[config.mk]
export PLATFORM = sky130hd
export DESIGN_NAME = uart_tx_sched
export DESIGN_NICKNAME = d
export VERILOG_FILES = /design/src/rtl/uart_pkg.sv /design/src/rtl/rr_arbiter.sv /design/src/rtl/uart_tx_sched.sv
export SDC_FILE = /design/constraint.sdc
export NUM_CORES = 1
export LEC_CHECK = 0
export CAP_MARGIN = 15
export CORE_MARGIN = 2
export CORE_UTILIZATION = 50
export CTS_CLUSTER_SIZE = 24
export DETAILED_ROUTE_END_ITERATION = 8
export DONT_BUFFER_PORTS = 1
export RECOVER_POWER = 50
export SLEW_MARGIN = 10
export SYNTH_ARGS = -nofsm -noshare
export SYNTH_HDL_FRONTEND = slang
export SYNTH_SLANG_ARGS = --single-unit
export TNS_END_PERCENT = 30
[constraint.sdc]
create_clock -name clk -period 7.55 [get_ports clk]
set_input_delay 1.51 -clock clk [delete_from_list [all_inputs] [get_ports clk]]
set_output_delay 1.51 -clock clk [all_outputs]
set_load 0.02 [all_outputs]
[src/rtl/uart_pkg.sv]
// -----------------------------------------------------------------------------
// uart_pkg
// Definitions shared by the UART transmit-side blocks.
//   BYTE_W      : width of one UART data byte.
//   tx_state_e  : states of the transmit scheduler.
//     IDLE      - no grant held; pick the next requester.
//     ISSUE     - grant held; waiting to hand a byte to tx_ctl.
//     WAIT_BUSY - byte issued; waiting for tx_ctl to report busy (or time out).
//     WAIT_DONE - waiting for tx_ctl to return to idle.
// -----------------------------------------------------------------------------
package uart_pkg;

  localparam int BYTE_W = 8;

  typedef enum logic [1:0] {
    IDLE      = 2'd0,
    ISSUE     = 2'd1,
    WAIT_BUSY = 2'd2,
    WAIT_DONE = 2'd3
  } tx_state_e;

endpackage : uart_pkg

[src/rtl/rr_arbiter.sv]
// -----------------------------------------------------------------------------
// rr_arbiter
// Purely combinational round-robin pick. The search starts at `ptr` and wraps
// modulo N_REQ; the first asserted request found wins. Shared with the RX side.
// Ports:
//   req       in  N_REQ  request vector
//   ptr       in  IDX_W  index the search starts from (must be < N_REQ)
//   grant     out N_REQ  one-hot winner (all zero when no request)
//   grant_idx out IDX_W  binary index of the winner (0 when no request)
//   any       out 1      at least one request is asserted
// -----------------------------------------------------------------------------
module rr_arbiter #(
  parameter int N_REQ = 4,
  parameter int IDX_W = $clog2(N_REQ)
) (
  input  logic [N_REQ-1:0] req,
  input  logic [IDX_W-1:0] ptr,
  output logic [N_REQ-1:0] grant,
  output logic [IDX_W-1:0] grant_idx,
  output logic             any
);

  always_comb begin
    int j;
    // NOTE: every output gets a default before the loop so no path leaves a
    // value unassigned, which would otherwise infer a latch.
    grant     = '0;
    grant_idx = '0;
    any       = 1'b0;
    j         = 0;
    for (int i = 0; i < N_REQ; i++) begin
      // Rotate the search origin; ptr < N_REQ so one subtraction wraps it.
      j = int'(ptr) + i;
      if (j >= N_REQ) j = j - N_REQ;
      if (!any && req[j]) begin
        any       = 1'b1;
        grant[j]  = 1'b1;
        grant_idx = IDX_W'(j);
      end
    end
  end

endmodule : rr_arbiter

[src/rtl/uart_tx_sched.sv]
// -----------------------------------------------------------------------------
// uart_tx_sched
// Shares one UART transmit path (tx_ctl) among N_REQ byte-stream requesters.
// Round-robin arbitration at packet granularity: a requester keeps the grant
// until it presents a byte flagged `last`. Bytes are handed to tx_ctl one at a
// time over the din / tx_en / tx_rdy handshake.
//
// Optional feature (macro UART_TX_SCHED_BURST_EN): the grant is also released
// after MAX_BURST bytes; the owner resumes its packet on its next grant.
//
// Ports:
//   clk        in  1              system clock, rising edge
//   rst        in  1              asynchronous reset, active low
//   req_valid  in  N_REQ          lane i presents a byte
//   req_data   in  8*N_REQ        lane i byte = bits [8i+7:8i]
//   req_last   in  N_REQ          lane i byte ends its packet
//   req_ready  out N_REQ          one-cycle pulse: lane i byte consumed
//   tx_din     out 8              byte to tx_ctl (held between issues)
//   tx_en      out 1              one-cycle issue strobe to tx_ctl
//   tx_rdy     in  1              tx_ctl idle (1) / transmitting (0)
//   grant_id   out clog2(N_REQ)   current owner, valid while busy
//   busy       out 1              a packet grant is held
// -----------------------------------------------------------------------------
module uart_tx_sched
  import uart_pkg::*;
#(
  parameter int N_REQ       = 4,
  parameter int ACK_TIMEOUT = 8
`ifdef UART_TX_SCHED_BURST_EN
  ,
  parameter int MAX_BURST   = 16
`endif
) (
  input  logic                     clk,
  input  logic                     rst,
  input  logic [N_REQ-1:0]         req_valid,
  input  logic [BYTE_W*N_REQ-1:0]  req_data,
  input  logic [N_REQ-1:0]         req_last,
  output logic [N_REQ-1:0]         req_ready,
  output logic [BYTE_W-1:0]        tx_din,
  output logic                     tx_en,
  input  logic                     tx_rdy,
  output logic [$clog2(N_REQ)-1:0] grant_id,
  output logic                     busy
);

  localparam int IDX_W = $clog2(N_REQ);
  localparam int TO_W  = $clog2(ACK_TIMEOUT + 1);

  tx_state_e         state;
  logic [IDX_W-1:0]  rr_ptr;
  logic [N_REQ-1:0]  gnt_oh_q;   // one-hot copy of grant_id for lane muxing
  logic              last_q;
  logic [TO_W-1:0]   to_cnt;

  logic [N_REQ-1:0]  arb_grant;
  logic [IDX_W-1:0]  arb_idx;
  logic              arb_any;

  logic [BYTE_W-1:0] lane_byte;
  logic              lane_valid;
  logic              lane_last;
  logic              issue_fire;
  logic              release_grant;
  logic [IDX_W-1:0]  next_ptr;

  rr_arbiter #(
    .N_REQ (N_REQ),
    .IDX_W (IDX_W)
  ) u_arb (
    .req       (req_valid),
    .ptr       (rr_ptr),
    .grant     (arb_grant),
    .grant_idx (arb_idx),
    .any       (arb_any)
  );

  // Select the granted lane through the registered one-hot grant.
  always_comb begin
    lane_byte = '0;
    for (int i = 0; i < N_REQ; i++) begin
      if (gnt_oh_q[i]) lane_byte = req_data[i*BYTE_W +: BYTE_W];
    end
  end

  assign lane_valid = |(req_valid & gnt_oh_q);
  assign lane_last  = |(req_last  & gnt_oh_q);
  assign issue_fire = (state == ISSUE) && lane_valid && tx_rdy;
  assign next_ptr   = (grant_id == IDX_W'(N_REQ - 1)) ? '0 : grant_id + 1'b1;

`ifdef UART_TX_SCHED_BURST_EN
  localparam int BURST_W = $clog2(MAX_BURST + 1);

  logic [BURST_W-1:0] burst_cnt;

  // Bytes issued under the current grant; restarts with every new grant.
  always_ff @(posedge clk or negedge rst) begin
    if (!rst) begin
      burst_cnt <= '0;
    end else if (state == IDLE) begin
      burst_cnt <= '0;
    end else if (issue_fire) begin
      burst_cnt <= burst_cnt + 1'b1;
    end
  end

  assign release_grant = last_q || (burst_cnt == BURST_W'(MAX_BURST));
`else
  assign release_grant = last_q;
`endif

  always_ff @(posedge clk or negedge rst) begin
    // NOTE: the data register tx_din is reset along with the control state
    // because its reset value is externally visible, not just a don't-care.
    if (!rst) begin
      state     <= IDLE;
      rr_ptr    <= '0;
      gnt_oh_q  <= '0;
      last_q    <= 1'b0;
      to_cnt    <= '0;
      req_ready <= '0;
      tx_din    <= '0;
      tx_en     <= 1'b0;
      grant_id  <= '0;
      busy      <= 1'b0;
    end else begin
      // NOTE: non-blocking assignments throughout, so every branch below sees
      // the values registered at the previous edge regardless of order.
      tx_en     <= 1'b0;
      req_ready <= '0;
      case (state)
        IDLE: begin
          if (arb_any) begin
            grant_id <= arb_idx;
            gnt_oh_q <= arb_grant;
            busy     <= 1'b1;
            state    <= ISSUE;
          end
        end
        ISSUE: begin
          // Grant stays locked to the owner even while its lane is empty.
          if (issue_fire) begin
            tx_din    <= lane_byte;
            tx_en     <= 1'b1;
            req_ready <= gnt_oh_q;
            last_q    <= lane_last;
            to_cnt    <= '0;
            state     <= WAIT_BUSY;
          end
        end
        WAIT_BUSY: begin
          // tx_ctl may absorb the byte into its FIFO without ever dropping
          // tx_rdy; the timeout treats such a byte as accepted.
          if (!tx_rdy || (to_cnt == TO_W'(ACK_TIMEOUT - 1))) begin
            state <= WAIT_DONE;
          end else begin
            to_cnt <= to_cnt + 1'b1;
          end
        end
        WAIT_DONE: begin
          if (tx_rdy) begin
            if (release_grant) begin
              rr_ptr <= next_ptr;
              busy   <= 1'b0;
              state  <= IDLE;
            end else begin
              state  <= ISSUE;
            end
          end
        end
        default: state <= IDLE;
      endcase
    end
  end

endmodule : uart_tx_sched
==> results of run 1 <==
==> worst paths after layout <==
path                                 to  slack [ns]  cells past startpoint
max                           tx_din[3]        4.03                      5
min                           to_cnt[3]        0.54                      1
max reg2reg                 gnt_oh_q[2]        4.55                      6
min reg2reg                   to_cnt[3]        0.54                      1
max in group asynchronous   gnt_oh_q[0]        6.55                      0
min in group asynchronous  req_ready[0]        0.93                      0
==> worst reg2reg max path, stage by stage, from the launching register on <==
cell and delay [ns]:
dfrtp_1 0.78, inv_1 0.28, ha_1 0.57, mux4_2 0.67
a221o_1 0.39, o211ai_1 0.10, nand3_1 0.09
==> kinds of logic (layout without fill, tap and decap cells) <==
logic type	after synthesis	count (layout)
simple gates	85	85
compound gates	67	67
flops	29	29
buf+inv	25	16
fa+ha+maj	15	15
mux	12	12
==> layout make-up <==
class                      count  share of cell area, %
tap                           52                   3.00
clock inverter                 2                  0.462
multi-input combinational    179                   58.3
clock buffer                   6                   3.35
inverter                       8                   1.38
sequential                    29                   33.5
==> through the flow <==
| step | cell area (um2) | worst slack (ns) | power (mW) | utilization [%] |
|---|---|---|---|---|
| floorplan | 2180 | 4.71 | 0.727 | - |
| global placement | 2100 | 4.39 | 0.766 | 49.2 |
| detailed placement | 2100 | 4.31 | 0.787 | 49.2 |
| CTS | 2180 | 4.54 | 0.906 | 51.1 |
| global route | 2170 | 3.84 | 0.977 | 50.9 |
| finish | 2170 | 4.03 | 0.899 | 50.9 |
==> registers in the layout (all words and copies together), names as in the netlist <==
register and flops:
tx_din 8, gnt_oh_q 4, req_ready 4, to_cnt 4, grant_id 2, rr_ptr 2
state 2, busy 1, last_q 1, tx_en 1
==> cells in the mapped netlist (all sizes together), types with 2 or more instances <==
library cell	count	area [um2]
a2111oi	2	23.8
a21oi	15	75.1
a221o	5	50.1
a221oi	8	70.1
a22o	3	35.0
a22oi	2	15.0
a31oi	2	12.5
and2	4	25.0
and3b	2	17.5
buf	8	65.1
clkbuf	9	83.8
dfrtp	29	726
ha	15	188
inv	8	30.0
mux2	4	48.8
mux2i	6	60.1
mux4	2	45.0
nand2	21	78.8
nand3	12	60.1
nand4	3	18.8
nor2	12	45.0
nor2b	11	76.3
nor3	12	60.1
o211ai	5	37.5
o21ai	14	81.3
o31ai	4	30.0
==> per-layer routing <==
layer,vias up,GRT usage (%)
li1,846,-
met1,836,24.5
met2,43,34.1
met3,14,5.34
met4,0,10.3
met5,-,0
==> power by group <==
group,internal (mW),switching [mW]
logic,0.199,0.225
registers,0.216,0.140
clock network,0.0636,0.0555
total,0.478,0.421
==> impl_metrics.csv, run 1 <==
group,metric,value,unit
synthesis,synth.mux.area_fraction,7.06,%
critical_path,critPathLaunchType,"primary input",
global_route,grt_antenna_before_repair,0,
die,io_pins,59,
routing,wl,4.81,mm
global_route,overflow,0,
cells_and_area,layout_commonest_cell,"dfrtp_1",
global_route,grtUsageTotal,20.5,%
die,core,0.00426,mm2
cts,cts_setup_buffers,0,
routing,drt-met1-wl,2.04,mm
synthesis,synth_edf_count,0,
cells_and_area,antennaDiodeCount,0,
sta,holdWs,0.542,ns
global_route,grt_pass1_vias,1710,
cts,cts_tree,"built",
sta,grt_setup_unrepaired,"no",
critical_path,crit_buf_inv,1,
synthesis,yosys_warnings,0,
routing,vias,1739,
die,rows,24,
critical_path,cpLargestDelayFamily,"compound AO/OA/AOI/OAI gates",
cells_and_area,fillers,405,
synthesis,synthSimpleGateAreaFrac,20.4,%
routing,top_layer,"met4",
sta,period_share,46.6,%
routing,dr.pass1.iters,4,
routing,drt_iter0_drc,135,
cells_and_area,layout.nets,281,
sta,fin_tns_setup,0,ns
pwr,max-vdd-ir-drop,194,uV
die,dieArea,0.00491,mm2
run,max_cap_viol_count,0,
critical_path,crit_type,"in2reg",
place,hpwlAfterDp,3.71,mm
sta,min_period,3.52,ns
min_path,min_path_type,"reg2reg",
critical_path,required,7.71,ns
synthesis,syn_nets,291,
synthesis,synth.cell_area,0.00218,mm2
critical_path,reg2reg_from,"rr_ptr[0]",
synthesis,synthFlopType,"dfrtp_1",
pwr,power.density_cell_area,415,mW/mm2
status,status,"complete, no violations",
sta,setup_violations,0,
place,dp_cells,268,
cts,cts-buffers-inserted,5,
cts,clkSlewWorstSetupHoldPaths,0.06,ns
synthesis,syn_inst,233,
die,die_y,70.0,um
place,place.gp.congestion,0.858,
sta,fin_skew,0.00325,ns
sta,max_freq,0.284,GHz
synthesis,synth.avg_cell_area,9.36,um2
critical_path,worstSetupEndpointType,"flip-flop",
synthesis,yosysSeqAreaShare,33.3,%
cells_and_area,multi_input_area,0.00126,mm2
sta,finalHoldViolCount,0,
min_path,hp-start,"to_cnt[3]",
cells_and_area,synthToLayoutAreaGrowth,-0.574,%
synthesis,ys_ff_latch,29,
pwr,leakage,0.934,nW
cts,htreeDepth,2,
critical_path,cpPeakStageDelay,0.81,ns
routing,drc,0,
cells_and_area,fin_cells,276,
cells_and_area,seq_area,726,um2
cts,clockRootBuffer,"clkbuf_8",
global_route,grt_pass1_wl,8.07,mm
cells_and_area,layout_common_cells,"dfrtp_1, nand2_1, a21oi_1, ha_1, o21ai_0",
critical_path,crit_chain,"a22o_1 -> o21ai_0 -> or2_0 -> inv_2 -> mux2_4",
synthesis,synth_xor_area_share,0,%
routing,dr_wl_met3,228,um
cells_and_area,drive_above_1_share,8.93,%
routing,wl_per_cell,17.4,um
sta,worst_pin_slew,1.03,ns
critical_path,startpoint,"req_valid[2]",
cts,cts_buffer_depth,2,
critical_path,slowest_stage,"o21ai_0",
cts,ctsHoldBuffers,0,
synthesis,synth_async_sr_flop_share,100,%
synthesis,synth_cell_type_count,50,
cts,post_cts_resized,0,
synthesis,synth-compound-area-share,22.5,%
sta,slew-limit-headroom,30.9,%
cts,insertion_delay,0.27,ns
die,die_w,70.0,um
global_route,grt_max_degree,30,
sta,finalMaxSlewViolations,0,
die,start_util,51.1,%
critical_path,arrival,3.68,ns
cts,cts_num_sinks,29,
synthesis,synth_fa_ha_area_share,8.61,%
critical_path,worst-path-max-fanout,15,
routing,via_per_inst,6.30,
routing,wl_met2,2.43,mm
routing,ant_nets,0,
place,numPortBuffers,0,
synthesis,synth_top_family_by_area,"compound AO/OA/AOI/OAI gates",
(Power assumes the default switching activity.)
==> run 2, diff against run 1 <==
==> constraint.sdc (replaced) <==
create_clock -name clk -period 3.6 [get_ports clk]
set_input_delay 0.72 -clock clk [delete_from_list [all_inputs] [get_ports clk]]
set_output_delay 0.72 -clock clk [all_outputs]
set_load 0.02 [all_outputs]
==> run 2 against run 1 <==
Against the previous run: final cell count up 0.36%; clock power up 140%; highest routed layer unchanged; largest power group unchanged; critical path depth rose by 1; total power up 120%; worst hold slack got worse by 0.40 ns; cell area rose by 1.7%.
==> impl_metrics.csv, run 2 (synthesis results as in run 1) <==
group,metric,value,unit
pwr,max-vdd-ir-drop,403,uV
critical_path,worstSetupEndpointType,"flip-flop",
cts,cts_num_sinks,29,
routing,drt_iter0_drc,158,
cts,cts_buffer_depth,2,
sta,grt_setup_unrepaired,"no",
place,place.gp.congestion,0.916,
cells_and_area,synthToLayoutAreaGrowth,1.15,%
min_path,min_path_type,"in2async",
die,io_pins,59,
routing,wl_per_cell,17.4,um
critical_path,crit_chain,"inv_1 -> ha_1 -> mux4_2 -> a221o_1 -> o211ai_1 -> nand3_1",
global_route,grt_max_degree,30,
cells_and_area,layout_common_cells,"dfrtp_1, nand2_1, a21oi_1, ha_1",
critical_path,reg2reg_from,"rr_ptr[1]",
sta,period_share,72.0,%
cells_and_area,antennaDiodeCount,0,
place,numPortBuffers,0,
global_route,grtUsageTotal,20.4,%
critical_path,cpPeakStageDelay,0.66,ns
critical_path,critPathLaunchType,"flip-flop",
critical_path,r2r_cells,6,
place,hpwlAfterDp,3.66,mm
pwr,power.density_cell_area,880,mW/mm2
die,dieArea,0.00491,mm2
routing,wl,4.82,mm
critical_path,startpoint,"rr_ptr[1]",
cells_and_area,layout.nets,282,
cts,cts-buffers-inserted,5,
sta,fin_tns_setup,0,ns
cells_and_area,layout_commonest_cell,"dfrtp_1",
routing,via_per_inst,6.25,
die,die_w,70.0,um
die,start_util,51.1,%
die,die_y,70.0,um
cells_and_area,largest_register,"tx_din",
routing,drc,0,
sta,slew-limit-headroom,56.9,%
cells_and_area,fillers,386,
critical_path,reg2reg_to,"gnt_oh_q[1]",
cts,clockRootBuffer,"clkbuf_8",
sta,fin_skew,0.00793,ns
global_route,overflow,0,
cts,insertion_delay,0.27,ns
routing,vias,1732,
cts,cts_setup_buffers,0,
critical_path,arrival,2.74,ns
cells_and_area,final_core_util,51.7,%
status,status,"complete, no violations",
sta,max_freq,0.386,GHz
critical_path,worst-path-max-fanout,10,
cts,ctsHoldBuffers,0,
critical_path,crit_cells,6,
run,max_cap_viol_count,0,
critical_path,crit_buf_inv,1,
critical_path,cpLargestDelayFamily,"multiplexers",
critical_path,crit_type,"reg2reg",
routing,dr.pass1.iters,4,
pwr,leakage,0.950,nW
cts,cts_tree,"built",
critical_path,r2r_setup_slack,1.01,ns
sta,finalMaxSlewViolations,0,
cells_and_area,largest_reg_flops,8,
die,rows,24,
critical_path,slowest_stage,"mux4_2",
global_route,grt_pass1_wl,8.14,mm
cells_and_area,drive_above_1_share,10.2,%
critical_path,required,3.75,ns
sta,worst_pin_slew,0.646,ns
sta,finalHoldViolCount,0,
cts,post_cts_resized,0,
cts,htreeDepth,2,
cts,clkSlewWorstSetupHoldPaths,0.06,ns
critical_path,crit_end,"gnt_oh_q[1]",
sta,min_period,2.59,ns
die,core,0.00426,mm2
place,dp_cells,269,
sta,setup_violations,0,
routing,ant_nets,0,
global_route,grt_pass1_vias,1645,
global_route,grt_antenna_before_repair,0,
cells_and_area,fin_cells,277,
run 2: cell count changes in the layout (fill, tap and decap cells not counted):
cell	before	now
clkbuf_8	5	7
o21ai_4	0	1
buf_4	0	1
o21ai_0	13	12
clkinv_2	2	1
clkbuf_1	1	0
run 2: worst min path at each step:
stage / slack [ns] / start / to
floorplan: 0.42 / rst / busy
global placement: 0.43 / rst / to_cnt[0]
detailed placement: 0.43 / rst / to_cnt[0]
CTS: 0.13 / rst / rr_ptr[1]
global route: 0.12 / rst / rr_ptr[1]
finish: 0.14 / rst / rr_ptr[1]
run 2: layout make-up:
| type | count | area, um2 | share of cell area, % |
|---|---|---|---|
| multi-input cells | 179 | 1280 | 57.9 |
| well taps | 52 | 65.1 | 2.95 |
| repair buffers | 1 | 7.51 | 0.340 |
| flip-flops and latches | 29 | 726 | 32.9 |
| clock buffers | 7 | 96.3 | 4.37 |
| inverters | 8 | 30.0 | 1.36 |
| clock inverters | 1 | 5.00 | 0.227 |
run 2: power breakdown:
part	switching, mW	internal [mW]
Combinational	0.511	0.428
Sequential	0.261	0.453
Clock	0.115	0.172
run 2: per-layer routing:
layer / share of wire [%] / global-route usage [%] / up-vias / routed length [um]
met1: 44 / 27.5 / 833 / 2110
met5: 0 / 0 / - / 0
met3: 5.9 / 5.63 / 2 / 284
li1: - / - / 843 / -
met4: 0.48 / 5.56 / 0 / 23
met2: 50 / 32.2 / 54 / 2400
run 2: through the flow:
stage / hold WS, ns / cell area [um2] / worst slack [ns] / power [mW]
final: 0.138 / 2210 / 1.01 / 1.94
after CTS: 0.131 / 2210 / 1.03 / 1.94
after floorplan: 0.424 / 2180 / 1.08 / 1.52
after detailed placement: 0.425 / 2100 / 1.04 / 1.65
after global routing: 0.120 / 2210 / 0.833 / 2.12
after global placement: 0.425 / 2100 / 1.14 / 1.62
